--- config.mk ---
export PLATFORM = sky130hd
export DESIGN_NAME = bram_stream_reader
export DESIGN_NICKNAME = d
export VERILOG_FILES = /design/src/rtl/bram_stream_reader.sv
export SDC_FILE = /design/constraint.sdc
export NUM_CORES = 1
export LEC_CHECK = 0
export ABC_AREA = 1
export CORE_UTILIZATION = 56
export DETAILED_ROUTE_END_ITERATION = 10
export PLACE_DENSITY = 0.81
export SETUP_SLACK_MARGIN = 0.5
export SLEW_MARGIN = 20
export SYNTH_ARGS = -nofsm -noshare
export SYNTH_HDL_FRONTEND = slang
export SYNTH_SLANG_ARGS = --single-unit
--- constraint.sdc ---
create_clock -name clka -period 2.6 [get_ports clka]
set_clock_uncertainty 0.1 [all_clocks]
set_input_delay 0.26 -clock clka [delete_from_list [all_inputs] [get_ports clka]]
set_output_delay 0.26 -clock clka [all_outputs]
set_load 0.005 [all_outputs]
--- src/rtl/bram_stream_reader.sv ---
// -----------------------------------------------------------------------------
// bram_stream_reader
//
// Reads a burst of consecutive words from a single-port BRAM read port and
// presents them as an AXI-Stream style master. The BRAM address wraps from
// the last word back to 0. A 4-entry output FIFO absorbs back-pressure. Read
// issue is throttled so that the words already in the FIFO plus the reads
// still travelling through the BRAM pipeline never exceed the FIFO depth.
//
// Parameters
//   RAM_WIDTH   data word width
//   RAM_DEPTH   number of BRAM words (address width is fixed at 11 bits)
//   RD_LATENCY  BRAM read latency in cycles, 1 or 2
//
// Ports
//   clka           single clock, rising edge
//   rsta           asynchronous active-high reset
//   start          one-cycle burst request (ignored while busy or len == 0)
//   start_addr     first word address of the burst
//   len            burst length in words, 1..2048
//   busy           high from the cycle after an accepted start until the
//                  last word handshake
//   done           one-cycle pulse in the cycle of the last word handshake
//   bram_en        BRAM read enable
//   bram_addr      BRAM read address
//   bram_dout      BRAM read data, valid RD_LATENCY cycles after bram_en
//   m_axis_tdata   stream data (FIFO head)
//   m_axis_tvalid  stream valid (FIFO not empty)
//   m_axis_tready  stream ready from the sink
//   m_axis_tlast   last word of the burst (only with BRAM_RD_TLAST_EN)
//
// Build option
//   BRAM_RD_TLAST_EN  when defined, adds the m_axis_tlast port and the
//                     output word counter that drives it.
//
// Timing note: the first read is issued combinationally in the start cycle so
// that the first word is valid RD_LATENCY+1 cycles after start. For this
// reason bram_en, bram_addr and done are decoded from registered state plus
// the current-cycle start/handshake; all are forced low while rsta is high.
// -----------------------------------------------------------------------------
module bram_stream_reader #(
  parameter int RAM_WIDTH  = 16,
  parameter int RAM_DEPTH  = 2048,
  parameter int RD_LATENCY = 2
) (
  input  logic                 clka,
  input  logic                 rsta,
  input  logic                 start,
  input  logic [10:0]          start_addr,
  input  logic [11:0]          len,
  output logic                 busy,
  output logic                 done,
  output logic                 bram_en,
  output logic [10:0]          bram_addr,
  input  logic [RAM_WIDTH-1:0] bram_dout,
  output logic [RAM_WIDTH-1:0] m_axis_tdata,
  output logic                 m_axis_tvalid,
  input  logic                 m_axis_tready
`ifdef BRAM_RD_TLAST_EN
  ,
  output logic                 m_axis_tlast
`endif
);

  localparam int          FIFO_DEPTH = 4;
  localparam logic [10:0] LAST_ADDR  = 11'(RAM_DEPTH - 1);

  typedef enum logic [1:0] {
    IDLE  = 2'd0,
    READ  = 2'd1,
    DRAIN = 2'd2
  } state_t;

  // Registered state
  state_t               state_r;
  logic                 busy_r;
  logic [10:0]          addr_r;        // next address to issue while in READ
  logic [11:0]          issue_left_r;  // reads still to issue
  logic [RD_LATENCY-1:0] pipe_r;       // one bit per read inside the BRAM pipeline

  logic [RAM_WIDTH-1:0] fifo_mem_r [FIFO_DEPTH];
  logic [1:0]           wr_ptr_r;
  logic [1:0]           rd_ptr_r;
  logic [2:0]           count_r;

  // Decoded per-cycle controls
  logic        accept_s;
  logic        issue_s;
  logic        room_s;
  logic        pop_s;
  logic        wr_s;
  logic        last_pop_s;
  logic [2:0]  in_flight_s;
  logic [10:0] bram_addr_s;

  // Address after a, wrapping at the top of the BRAM.
  function automatic logic [10:0] next_addr(input logic [10:0] a);
    if (a == LAST_ADDR) begin
      return 11'd0;
    end else begin
      return a + 11'd1;
    end
  endfunction

  // Number of reads currently travelling through the BRAM pipeline.
  function automatic logic [2:0] pipe_ones(input logic [RD_LATENCY-1:0] p);
    logic [2:0] n;
    n = 3'd0;
    for (int i = 0; i < RD_LATENCY; i++) begin
      n = n + {2'b00, p[i]};
    end
    return n;
  endfunction

  // Issue / accept / handshake decode.
  always_comb begin
    accept_s    = 1'b0;
    issue_s     = 1'b0;
    last_pop_s  = 1'b0;
    in_flight_s = pipe_ones(pipe_r);
    // Count everything that will eventually occupy a FIFO slot.
    room_s      = (({1'b0, count_r} + {1'b0, in_flight_s}) < 4'd4);
    pop_s       = (count_r != 3'd0) && m_axis_tready;
    wr_s        = pipe_r[RD_LATENCY-1];
    bram_addr_s = addr_r;
    if (rsta) begin
      bram_addr_s = 11'd0;
    end else begin
      case (state_r)
        IDLE: begin
          accept_s = start && (len != 12'd0);
          issue_s  = accept_s;
          if (accept_s) begin
            bram_addr_s = start_addr;
          end else begin
            bram_addr_s = addr_r;
          end
        end
        READ: begin
          issue_s = (issue_left_r != 12'd0) && room_s;
        end
        DRAIN: begin
          // All reads issued: the last word is the sole FIFO entry with
          // nothing left in the BRAM pipeline.
          last_pop_s = pop_s && (count_r == 3'd1) && (in_flight_s == 3'd0);
        end
        default: begin
          issue_s = 1'b0;
        end
      endcase
    end
  end

  // Burst control FSM: state, busy, read address and remaining-read count.
  always_ff @(posedge clka or posedge rsta) begin
    if (rsta) begin
      state_r      <= IDLE;
      busy_r       <= 1'b0;
      addr_r       <= 11'd0;
      issue_left_r <= 12'd0;
    end else begin
      case (state_r)
        IDLE: begin
          if (accept_s) begin
            // The first read goes out in this cycle.
            busy_r       <= 1'b1;
            addr_r       <= next_addr(start_addr);
            issue_left_r <= len - 12'd1;
            state_r      <= (len == 12'd1) ? DRAIN : READ;
          end
        end
        READ: begin
          if (issue_s) begin
            addr_r       <= next_addr(addr_r);
            issue_left_r <= issue_left_r - 12'd1;
            if (issue_left_r == 12'd1) begin
              state_r <= DRAIN;
            end
          end
        end
        DRAIN: begin
          if (last_pop_s) begin
            state_r <= IDLE;
            busy_r  <= 1'b0;
          end
        end
        default: begin
          state_r <= IDLE;
          busy_r  <= 1'b0;
        end
      endcase
    end
  end

  // BRAM pipeline tracker; clearing it on reset discards late read data.
  always_ff @(posedge clka or posedge rsta) begin
    if (rsta) begin
      pipe_r <= '0;
    end else begin
      pipe_r[0] <= issue_s;
      for (int i = 1; i < RD_LATENCY; i++) begin
        pipe_r[i] <= pipe_r[i-1];
      end
    end
  end

  // FIFO pointers and occupancy.
  always_ff @(posedge clka or posedge rsta) begin
    if (rsta) begin
      wr_ptr_r <= 2'd0;
      rd_ptr_r <= 2'd0;
      count_r  <= 3'd0;
    end else begin
      if (wr_s) begin
        wr_ptr_r <= wr_ptr_r + 2'd1;
      end
      if (pop_s) begin
        rd_ptr_r <= rd_ptr_r + 2'd1;
      end
      case ({wr_s, pop_s})
        2'b10:   count_r <= count_r + 3'd1;
        2'b01:   count_r <= count_r - 3'd1;
        default: count_r <= count_r;
      endcase
    end
  end

  // FIFO storage; captures BRAM data as each tracked read completes.
  always_ff @(posedge clka) begin
    if (wr_s) begin
      fifo_mem_r[wr_ptr_r] <= bram_dout;
    end
  end

`ifdef BRAM_RD_TLAST_EN
  logic [11:0] out_left_r;  // words still to hand over to the sink

  // Output word counter used to flag the final word of the burst.
  always_ff @(posedge clka or posedge rsta) begin
    if (rsta) begin
      out_left_r <= 12'd0;
    end else if (accept_s) begin
      out_left_r <= len;
    end else if (pop_s && (out_left_r != 12'd0)) begin
      out_left_r <= out_left_r - 12'd1;
    end else begin
      out_left_r <= out_left_r;
    end
  end

  assign m_axis_tlast = (count_r != 3'd0) && (out_left_r == 12'd1);
`endif

  assign busy          = busy_r;
  assign done          = last_pop_s;
  assign bram_en       = issue_s;
  assign bram_addr     = bram_addr_s;
  assign m_axis_tvalid = (count_r != 3'd0);
  assign m_axis_tdata  = fifo_mem_r[rd_ptr_r];

endmodule

==> flow_summary_export.csv <==
group,metric,value,unit
layout,final_area,7400,sq um
synthesis,synth.distinct_cells,42,
sta,setup_violations,0,
clock_network,htree_levels,3,
detailed_routing,drtPass1Iterations,5,
sta,tns,0,ns
clock_network,root_buffer,"clkbuf_8",
global_route,grt_pass1_vias,4638,
placement,dpl-instance-area,6500,sq um
sta,fin_crit_sh,83.0,%
worst_hold_path,hold_class,"input port to async pin",
synthesis,synth-compound-area-share,12.9,%
synthesis,synth_flop_cell,"edfxtp_1",
global_route,grt_max_degree,34,
layout,synthToLayoutAreaGrowth,33.4,%
layout,mostFrequentLayoutCell,"nand2_1",
synthesis,synth_top_family_by_area,"simple AND/OR/NAND/NOR gates",
synthesis,ys_seq_elements,99,
sta,fmax,463,MHz
clock_network,clk_path_buf_depth,2,
power_and_ir_drop,ir_drop,0.587,mV
floorplanning,io_pins,74,
synthesis,yosys.area_share.simple,23.5,%
detailed_routing,wl_per_cell,16.9,um
clock_network,cts_tree,"yes",
detailed_routing,routed_wl,15200,um
synthesis,async_reset_ff_share,35.4,%
critical_path,crit_arrival,1.80,ns
critical_path,rr_worst_depth,11,
synthesis,synthesis.nets,694,
detailed_routing,drc_errors,0,
layout,drive_gt1_share,24.9,%
sta,fin_crit,2.16,ns
detailed_routing,antenna_left,0,
detailed_routing,vias,5039,
global_route,overflow,0,
global_route,antenna_found_initial,0,
sta,finalHoldViolCount,0,
synthesis,synth_area,5550,sq um
status,status,"completed",
critical_path,rr_startpoint,"pipe_r[1]",
floorplanning,start_util,58.9,%
synthesis,yosys.area_share.adder,4.51,%
floorplanning,fp.coreArea,9420,sq um
placement,gp_congestion,0.927,
synthesis,synth_xor_area_share,1.89,%
power_and_ir_drop,power_density,1010,nW/um^2
critical_path,setup.worst_path.end_class,"output port",
power_and_ir_drop,leakagePower,3.19,nW
clock_network,cts.sink_count,99,
critical_path,crit_fanout,5,
critical_path,r2r_slack,0.60,ns
critical_path,cp_data_required_time,2.24,ns
sta,relSlewSlack,51.3,%
layout,n_antenna_cell,0,
synthesis,muxShareOfSynthArea,0,%
sta,rsz0062_at_grt,"yes",
detailed_routing,drtIter0Drc,333,
critical_path,reg2reg_to,"state_r[0]",
sta,tightest_slew,0.730,ns
floorplanning,dieHeight,102,um
run,cap_violations,0,
global_route,grt_pass1_wl,22000,um
synthesis,avgSynthCellArea,8.79,sq um
critical_path,critPathKind,"register to output port",
detailed_routing,avgViaCountPerCell,5.62,
sta,drv_slew,0,
placement,place_hpwl,9080,um
synthesis,synth_warnings,0,
critical_path,cp-start-kind,"register",
floorplanning,rows,35,
floorplanning,die_w,102,um
synthesis,ys_seq_area_share,50.4,%
clock_network,cts_buffers,9,
synthesis,synth_cells,631,
floorplanning,die-area,10300,sq um
layout,layout_common_cells,"112 x nand2_1, 73 x nor2_1, 64 x edfxtp_1",
clock_network,path_clk_slew,0.11,ns
clock_network,insertion_delay,0.38,ns
synthesis,synth_edf_count,64,
global_route,grt_usage,28.0,%
placement,portBuffers,73,
layout,nNetsFinal,825,
==> Yosys cell counts (3+ instances only) <==
master	n	area share, %
buf_2	3	0.27
nor2_2	5	0.56
o21ai_1	5	0.45
nor3_1	8	0.72
nand3_1	48	4.3
o22ai_1	16	1.8
edfxtp_1	64	35
buf_6	3	0.61
nor2_4	3	0.61
xor2_1	7	1.1
nand3_2	3	0.54
a21oi_1	17	1.5
nand2_1	119	8.1
o21ai_2	12	1.9
nand4_1	12	1.4
clkbuf_1	12	0.81
xnor2_1	5	0.79
o21ai_0	61	5.5
dfrtp_1	35	16
ha_1	20	4.5
inv_2	4	0.27
inv_1	65	4.4
nor2_1	82	5.5
==> kinds of logic (layout without fill, tap and decap cells) <==
group | after synthesis | count (layout)
buffers and inverters | 90 | 225
xor gates and xnor gates | 12 | 12
and+or+nand+nor | 289 | 290
adders and majority gates | 20 | 20
AOI/OAI and AO/OA | 121 | 121
DFF | 99 | 99
==> layer usage <==
| layer | global-route usage [%] | vias up | part of all wire [%] |
|---|---|---|---|
| li1 | - | 2397 | - |
| met1 | 34.2 | 2404 | 40 |
| met2 | 49.4 | 204 | 52 |
| met3 | 5.31 | 34 | 6.1 |
| met4 | 10.0 | 0 | 2.2 |
| met5 | 0 | - | 0 |
==> worst max-delay path, cell delays in order, from the launching register on <==
cell     delay (ns)
dfrtp_2        0.45
buf_6          0.14
inv_4          0.06
ha_4           0.20
nand2_2        0.08
nor2_4         0.05
nor2_4         0.14
nand2_4        0.08
nand2_4        0.10
buf_6          0.10
==> stage by stage <==
| step | power, mW | std cells | setup slack [ns] | hold slack (ns) | util (%) |
|---|---|---|---|---|---|
| floorplan | 4.40 | 631 | 0.745 | 0.259 | - |
| detailed placement | 5.59 | 833 | 0.0574 | 0.294 | 69.1 |
| global placement | 5.46 | 833 | 0.173 | 0.287 | 69.1 |
| CTS | 6.87 | 872 | 0.317 | 0.129 | 74.0 |
| finish | 7.48 | 896 | 0.442 | 0.228 | 78.6 |
| global route | 7.94 | 896 | 0.384 | 0.246 | 78.6 |
==> cell type report <==
class	instances	area, sq um
Clock buffer	9	124
Tap cell	129	161
Fill cell	586	2010
Timing Repair Buffer	139	1340
Multi-Input combinational cell	443	2620
Sequential cell	99	2800
Timing Repair inverter	1	7.51
Inverter	69	278
Clock inverter	7	68.8
==> worst max path at each step <==
stage               startpoint            to  slack [ns]
finish               pipe_r[1]       bram_en        0.44
global placement       len[10]  bram_addr[4]        0.17
floorplan            pipe_r[1]       bram_en        0.74
CTS                  pipe_r[1]       bram_en        0.32
global route        state_r[0]       bram_en        0.38
detailed placement     len[10]  bram_addr[7]        0.06
==> registers in the layout, summed over array words and instances, names as in the netlist <==
| signal | cells |
|---|---|
| count_r | 3 |
| addr_r | 11 |
| state_r | 2 |
| wr_ptr_r | 2 |
| busy | 1 |
| rd_ptr_r | 2 |
| pipe_r | 2 |
| issue_left_r | 12 |
| fifo_mem_r | 64 |
==> power breakdown <==
| group | total (mW) | internal [mW] | switching [mW] |
|---|---|---|---|
| registers | 2.42 | 2.10 | 0.320 |
| clock network | 0.997 | 0.375 | 0.622 |
| logic | 4.07 | 1.81 | 2.26 |
==> timing repair <==
item                       CTS  global route
cloned                       4             2
pin swaps                   18            22
setup endpoints to repair   29            48
resized for setup           94           105
hold buffers                 0             0
setup buffers               19            22
(Power assumes the default switching activity.)
